## src/rtl/ofc_pkg.sv

```systemverilog
// -----------------------------------------------------------------------------
// ofc_pkg
// Shared definitions for the optimal-filter pulse-height block:
//   - ofc_state_t   : controller states (IDLE, ACC, DONE)
//   - DEFAULT_COEF  : coefficients loaded at reset for taps 0..3
//   - acc_width()   : accumulator width that cannot wrap for N_TAPS products
//   - default_coef(): reset coefficient for any tap index (0 beyond tap 3)
// -----------------------------------------------------------------------------
package ofc_pkg;

    typedef enum logic [1:0] {
        IDLE = 2'd0,
        ACC  = 2'd1,
        DONE = 2'd2
    } ofc_state_t;

    localparam int N_DEFAULT_COEF = 4;

    localparam logic signed [31:0] DEFAULT_COEF [N_DEFAULT_COEF] = '{
        32'sd140508,
        32'sd853540,
        32'sd290454,
        -32'sd420478
    };

    // Difference is DATA_W+1 bits signed; each product adds COEF_W bits and
    // summing N_TAPS of them needs clog2(N_TAPS) guard bits.
    function automatic int acc_width(input int data_w, input int coef_w,
                                     input int n_taps);
        return data_w + 1 + coef_w + $clog2(n_taps);
    endfunction

    // Sign-extended to 64 bits so callers can truncate or extend to COEF_W.
    function automatic logic signed [63:0] default_coef(input int idx);
        logic signed [31:0] c;
        c = 32'sd0;
        if (idx >= 0 && idx < N_DEFAULT_COEF) begin
            c = DEFAULT_COEF[idx[1:0]];
        end
        return {{32{c[31]}}, c};
    endfunction

endpackage

```

## src/rtl/ofc_mac.sv

```systemverilog
// -----------------------------------------------------------------------------
// ofc_mac
// Signed subtract / multiply / accumulate datapath for one weighted tap per
// clock.
//   clk      in   clock, rising edge
//   reset    in   asynchronous active-high reset, clears the accumulator
//   clear    in   synchronous clear of the accumulator (start of pulse)
//   en       in   add (sample - pedestal) * coef to the accumulator
//   sample   in   DATA_W unsigned ADC sample
//   pedestal in   DATA_W unsigned pedestal
//   coef     in   COEF_W signed coefficient
//   acc_sum  out  ACC_W signed accumulator plus the current product; this is
//                 the value the accumulator takes when en is high
// -----------------------------------------------------------------------------
module ofc_mac #(
    parameter int DATA_W = 14,
    parameter int COEF_W = 32,
    parameter int ACC_W  = 49
) (
    input  logic                     clk,
    input  logic                     reset,
    input  logic                     clear,
    input  logic                     en,
    input  logic [DATA_W-1:0]        sample,
    input  logic [DATA_W-1:0]        pedestal,
    input  logic signed [COEF_W-1:0] coef,
    output logic signed [ACC_W-1:0]  acc_sum
);

    localparam int DIFF_W = DATA_W + 1;
    localparam int PROD_W = DIFF_W + COEF_W;

    logic signed [DIFF_W-1:0] diff;
    logic signed [PROD_W-1:0] product;
    logic signed [ACC_W-1:0]  product_ext;
    logic signed [ACC_W-1:0]  acc_reg;

    // Zero-extend both unsigned operands so the difference is always exact.
    assign diff        = $signed({1'b0, sample}) - $signed({1'b0, pedestal});
    assign product     = diff * coef;
    assign product_ext = {{(ACC_W-PROD_W){product[PROD_W-1]}}, product};
    assign acc_sum     = acc_reg + product_ext;

    always_ff @(posedge clk or posedge reset) begin
        if (reset) begin
            acc_reg <= '0;
        end else if (clear) begin
            acc_reg <= '0;
        end else if (en) begin
            acc_reg <= acc_sum;
        end
    end

endmodule

```

## src/rtl/ofc_filter.sv

```systemverilog
// -----------------------------------------------------------------------------
// ofc_filter
// Optimal-filter pulse-height estimator. A trigger latches a pedestal, then
// N_TAPS consecutive samples are pedestal-subtracted, weighted by
// programmable coefficients and summed. The sum is scaled down by FRAC_BITS
// (floor) and saturated to a signed OUT_W result.
//   clk         in   clock, rising edge
//   reset       in   asynchronous active-high reset
//   triggerIn   in   start of pulse
//   signal      in   DATA_W ADC sample, valid every cycle
//   ped_sel     in   0: pedestal = trigger-cycle sample, 1: ped_value
//   ped_value   in   DATA_W external pedestal
//   coef_wr     in   coefficient write strobe (honoured only while idle)
//   coef_addr   in   coefficient index
//   coef_data   in   COEF_W signed coefficient
//   busy        out  pulse in progress
//   out_valid   out  one-cycle result strobe
//   PulseHeight out  OUT_W signed result, held until the next strobe
//   sat         out  result was clipped
//   overrun_cnt out  dropped triggers/writes, saturating at 255
// Timing: trigger at T, samples T+1..T+N_TAPS weighted, out_valid at
// T+N_TAPS+1, next trigger accepted from T+N_TAPS+2.
// -----------------------------------------------------------------------------
module ofc_filter
    import ofc_pkg::*;
#(
    parameter int DATA_W    = 14,
    parameter int N_TAPS    = 4,
    parameter int COEF_W    = 32,
    parameter int FRAC_BITS = 20,
    parameter int OUT_W     = 16
) (
    input  logic                       clk,
    input  logic                       reset,
    input  logic                       triggerIn,
    input  logic [DATA_W-1:0]          signal,
    input  logic                       ped_sel,
    input  logic [DATA_W-1:0]          ped_value,
    input  logic                       coef_wr,
    input  logic [$clog2(N_TAPS)-1:0]  coef_addr,
    input  logic signed [COEF_W-1:0]   coef_data,
    output logic                       busy,
    output logic                       out_valid,
    output logic signed [OUT_W-1:0]    PulseHeight,
    output logic                       sat,
    output logic [7:0]                 overrun_cnt
);

    localparam int ADDR_W = $clog2(N_TAPS);
    localparam int ACC_W  = acc_width(DATA_W, COEF_W, N_TAPS);

    localparam logic [ADDR_W-1:0] LAST_TAP = ADDR_W'(N_TAPS - 1);

    // Signed OUT_W limits expressed at accumulator width; ~max == min.
    localparam logic signed [ACC_W-1:0] OUT_MAX =
        {{(ACC_W-OUT_W+1){1'b0}}, {(OUT_W-1){1'b1}}};
    localparam logic signed [ACC_W-1:0] OUT_MIN = ~OUT_MAX;

    // ------------------------------------------------------------------
    // State and storage
    // ------------------------------------------------------------------
    ofc_state_t               state_reg;
    ofc_state_t               state_next;
    logic [ADDR_W-1:0]        tap_reg;
    logic [DATA_W-1:0]        pedestal_reg;
    logic signed [COEF_W-1:0] coef_reg [N_TAPS];
    logic [N_TAPS-1:0]        coef_we;

    logic                     out_valid_reg;
    logic                     busy_reg;
    logic                     sat_reg;
    logic signed [OUT_W-1:0]  height_reg;
    logic [7:0]               overrun_reg;

    // Controller decodes
    logic trig_accept;
    logic mac_en;
    logic last_tap;
    logic drop;
    logic addr_ok;

    // Datapath
    logic [DATA_W-1:0]        ped_next;
    logic signed [COEF_W-1:0] coef_cur;
    logic signed [ACC_W-1:0]  acc_sum;
    logic signed [ACC_W-1:0]  shifted;
    logic signed [ACC_W-1:0]  clipped;
    logic                     clip;

    // ------------------------------------------------------------------
    // Next-state logic
    // ------------------------------------------------------------------
    always_comb begin
        state_next  = state_reg;
        trig_accept = 1'b0;
        mac_en      = 1'b0;
        last_tap    = 1'b0;
        unique case (state_reg)
            IDLE: begin
                if (triggerIn) begin
                    trig_accept = 1'b1;
                    state_next  = ACC;
                end
            end
            ACC: begin
                mac_en = 1'b1;
                if (tap_reg == LAST_TAP) begin
                    last_tap   = 1'b1;
                    state_next = DONE;
                end
            end
            DONE: begin
                state_next = IDLE;
            end
            default: begin
                state_next = IDLE;
            end
        endcase
    end

    // Anything arriving while a pulse is in flight is lost; a trigger and a
    // write in the same cycle count as a single overrun event.
    assign drop = (state_reg != IDLE) && (triggerIn || coef_wr);

    assign ped_next = ped_sel ? ped_value : signal;

    // ------------------------------------------------------------------
    // Coefficient bank. A write in the trigger cycle lands at the same edge
    // that enters ACC, so tap 0 already sees the new value.
    // ------------------------------------------------------------------
    generate
        if ((1 << ADDR_W) == N_TAPS) begin : g_addr_full
            assign addr_ok = 1'b1;
        end else begin : g_addr_part
            assign addr_ok = (coef_addr < ADDR_W'(N_TAPS));
        end
    endgenerate

    genvar gi;
    generate
        for (gi = 0; gi < N_TAPS; gi++) begin : g_coef_we
            assign coef_we[gi] = coef_wr && (state_reg == IDLE) && addr_ok &&
                                 (coef_addr == ADDR_W'(gi));
        end
    endgenerate

    always_ff @(posedge clk or posedge reset) begin
        if (reset) begin
            for (int i = 0; i < N_TAPS; i++) begin
                coef_reg[i] <= COEF_W'(default_coef(i));
            end
        end else begin
            for (int i = 0; i < N_TAPS; i++) begin
                if (coef_we[i]) begin
                    coef_reg[i] <= coef_data;
                end
            end
        end
    end

    assign coef_cur = coef_reg[tap_reg];

    // ------------------------------------------------------------------
    // Multiply-accumulate
    // ------------------------------------------------------------------
    ofc_mac #(
        .DATA_W (DATA_W),
        .COEF_W (COEF_W),
        .ACC_W  (ACC_W)
    ) u_mac (
        .clk      (clk),
        .reset    (reset),
        .clear    (trig_accept),
        .en       (mac_en),
        .sample   (signal),
        .pedestal (pedestal_reg),
        .coef     (coef_cur),
        .acc_sum  (acc_sum)
    );

    // ------------------------------------------------------------------
    // Scaling and saturation. Taken from the sum that includes the final
    // tap, so the result can be registered at the edge that enters DONE and
    // be presented together with out_valid during the DONE cycle.
    // ------------------------------------------------------------------
    assign shifted = acc_sum >>> FRAC_BITS;

    always_comb begin
        clipped = shifted;
        clip    = 1'b0;
        if (shifted > OUT_MAX) begin
            clipped = OUT_MAX;
            clip    = 1'b1;
        end else if (shifted < OUT_MIN) begin
            clipped = OUT_MIN;
            clip    = 1'b1;
        end
    end

    // ------------------------------------------------------------------
    // Control and output registers
    // ------------------------------------------------------------------
    always_ff @(posedge clk or posedge reset) begin
        if (reset) begin
            state_reg     <= IDLE;
            tap_reg       <= '0;
            pedestal_reg  <= '0;
            out_valid_reg <= 1'b0;
            busy_reg      <= 1'b0;
            sat_reg       <= 1'b0;
            height_reg    <= '0;
            overrun_reg   <= '0;
        end else begin
            state_reg     <= state_next;
            out_valid_reg <= last_tap;
            busy_reg      <= (state_next != IDLE);

            if (trig_accept) begin
                tap_reg      <= '0;
                pedestal_reg <= ped_next;
            end else if (mac_en) begin
                tap_reg <= tap_reg + 1'b1;
            end

            if (last_tap) begin
                height_reg <= clipped[OUT_W-1:0];
                sat_reg    <= clip;
            end

            if (drop && (overrun_reg != 8'hFF)) begin
                overrun_reg <= overrun_reg + 8'd1;
            end
        end
    end

    assign busy        = busy_reg;
    assign out_valid   = out_valid_reg;
    assign PulseHeight = height_reg;
    assign sat         = sat_reg;
    assign overrun_cnt = overrun_reg;

endmodule

```

## config.mk

```make
export PLATFORM = sky130hd
export DESIGN_NAME = ofc_filter
export DESIGN_NICKNAME = d
export VERILOG_FILES = /design/src/rtl/ofc_pkg.sv /design/src/rtl/ofc_mac.sv /design/src/rtl/ofc_filter.sv
export SDC_FILE = /design/constraint.sdc
export NUM_CORES = 2
export LEC_CHECK = 0
export ABC_CLOCK_PERIOD_IN_PS = 13130
export BUFFER_PORTS_ARGS = -buffer_cell sky130_fd_sc_hd__buf_2
export CAP_MARGIN = 20
export CORE_ASPECT_RATIO = 0.5
export CORE_MARGIN = 5
export CORE_UTILIZATION = 55
export DETAILED_ROUTE_END_ITERATION = 6
export PLACE_DENSITY = 0.72
export SLEW_MARGIN = 20
export SYNTH_ARGS = -nofsm -noshare
export SYNTH_HDL_FRONTEND = slang
export SYNTH_HIERARCHICAL = 1
export SYNTH_SLANG_ARGS = --single-unit
```

## constraint.sdc

```tcl
create_clock -name clk -period 13.13 [get_ports clk]
set_clock_uncertainty 0.15 [all_clocks]
set_input_delay 1.9695 -clock clk [delete_from_list [all_inputs] [get_ports clk]]
set_output_delay 1.9695 -clock clk [all_outputs]
set_load 0.05 [all_outputs]
```

==> impl_metrics.ini <==
[critical_path]
cp_common_cell = fa_1
crit_slowest_cell = o41ai_4
cp.arrival_ns = 12.15
required_ns = 13.48
crit_buf_inv = 5
critPathKind = input port to flop
cp_max_fo = 17
startpoint_type = input port
cpLargestDelayFamily = compound AO/OA/AOI/OAI gates
slowest_delay_ns = 0.89
worstSetupEndpointType = flop

[timing]
max_freq_mhz = 84.74
final.setup.tns_ns = 0
finalHoldViolations = 0
max_slew_margin_pct = 26.33
max_slew.worst_pin.slew_ns = 1.104
post-route-period-util_pct = 89.88
setup_viol = 0
rsz0062_at_grt = no
fin_crit_ns = 11.80
finalMaxSlewViolations = 0

[floorplanning]
ioPinCount = 94
die_w_um = 333.5
core_um2 = 51900
die_area_um2 = 57270
start_util_pct = 55.45
fp.dieH_um = 171.7
row_count = 59

[drt]
antenna_left = 0
drc = 0
totalWireLength_mm = 66.05
dr.pass1.iters = 5
drtIter0Drc = 1211
wire_per_inst_um = 18.01
vias = 20080
routed_via_density = 5.474

[cts]
postCtsResizedCells = 0
insertion_delay_ns = 0.57
cts_hold_buf = 0
numCtsBuffers = 25
htreeDepth = 1
root_buffer = clkbuf_16
clock_path_buffers = 3
cts_tree = yes
clk_pin_slew_ns = 0.07
clock_sinks = 222
postCtsSetupBuffers = 0

[placement]
gp_congestion = 0.8754
portBuffers = 93
dp_hpwl_mm = 52.05

[cells_and_area]
final_common_cell = inv_1
final_cell_mix = inv_1, fa_1, nand2_1, dfrtp_1, ha_1
largest_reg_flops = 128
syn2layout_area_growth_pct = 6.927
drive_gt1_share_pct = 13.78
layout.nets = 3658
antenna_cells = 0

[global_route]
grt_pass1_wl_mm = 112.8
grt_max_degree = 102
grt_use_total_pct = 24.34
antenna_found_initial = 1
grt_overflow = 0
grt_pass1_vias = 22170

[logic_synthesis]
synthesis.instances = 2935
syn_area_um2 = 28780
synth_nets = 3645
synth.avg_cell_area_um2 = 9.804
ys_warn_count = 6

[run_status]
outcome = completed

[min_path]
hp-class = flop to flop

[job]
drv_cap = 0
==> tightest hold or removal path, cell delays in order, from the launching register on <==
cell and delay, ns:
dfrtp_1 0.34, nand2_1 0.05, nand2_1 0.05
==> routing by layer <==
layer	wire length, um	up-vias	track usage [%]
li1	-	8972	-
met1	28510	10480	32.79
met2	32490	523	42.60
met3	3190	109	2.860
met4	1863	0	6.607
met5	0	-	0
==> through the flow <==
step	worst slack [ns]	instances	utilization [%]	instance area (um2)	hold WS, ns
after floorplan	2.735	2935	-	28780	0.2998
after global placement	1.119	3621	57.52	29850	0.3032
after detailed placement	1.015	3621	57.52	29850	0.3104
after CTS	1.568	3667	59.25	30750	0.3262
after global routing	0.6770	3668	59.29	30770	0.3306
final	1.329	3668	59.29	30770	0.3215
==> area by class of cell <==
class / instances / area (um2)
Fill cell: 4389 / 21130
Multi-Input combinational cell: 1911 / 20190
Sequential cell: 222 / 5613
Inverter: 667 / 2509
Tap cell: 701 / 877.1
Timing Repair Buffer: 121 / 679.4
Clock buffer: 28 / 656.9
Clock inverter: 18 / 241.5
==> worst paths after layout <==
check	startpoint	endpoint	slack, ns	cells past startpoint
worst max-delay path	signal[0]	PulseHeight[12]	1.33	35
worst min-delay path	PulseHeight[15]	PulseHeight[15]	0.32	2
worst max register to register	pedestal_reg[1]	PulseHeight[12]	2.48	34
worst min register to register	PulseHeight[15]	PulseHeight[15]	0.32	2
max in group asynchronous	reset	tap_reg[0]	9.85	3
min in group asynchronous	reset	PulseHeight[14]	1.45	2
Power is not shown: default switching activity piles up to over one toggle a cycle in this logic, so the estimate is an artifact.
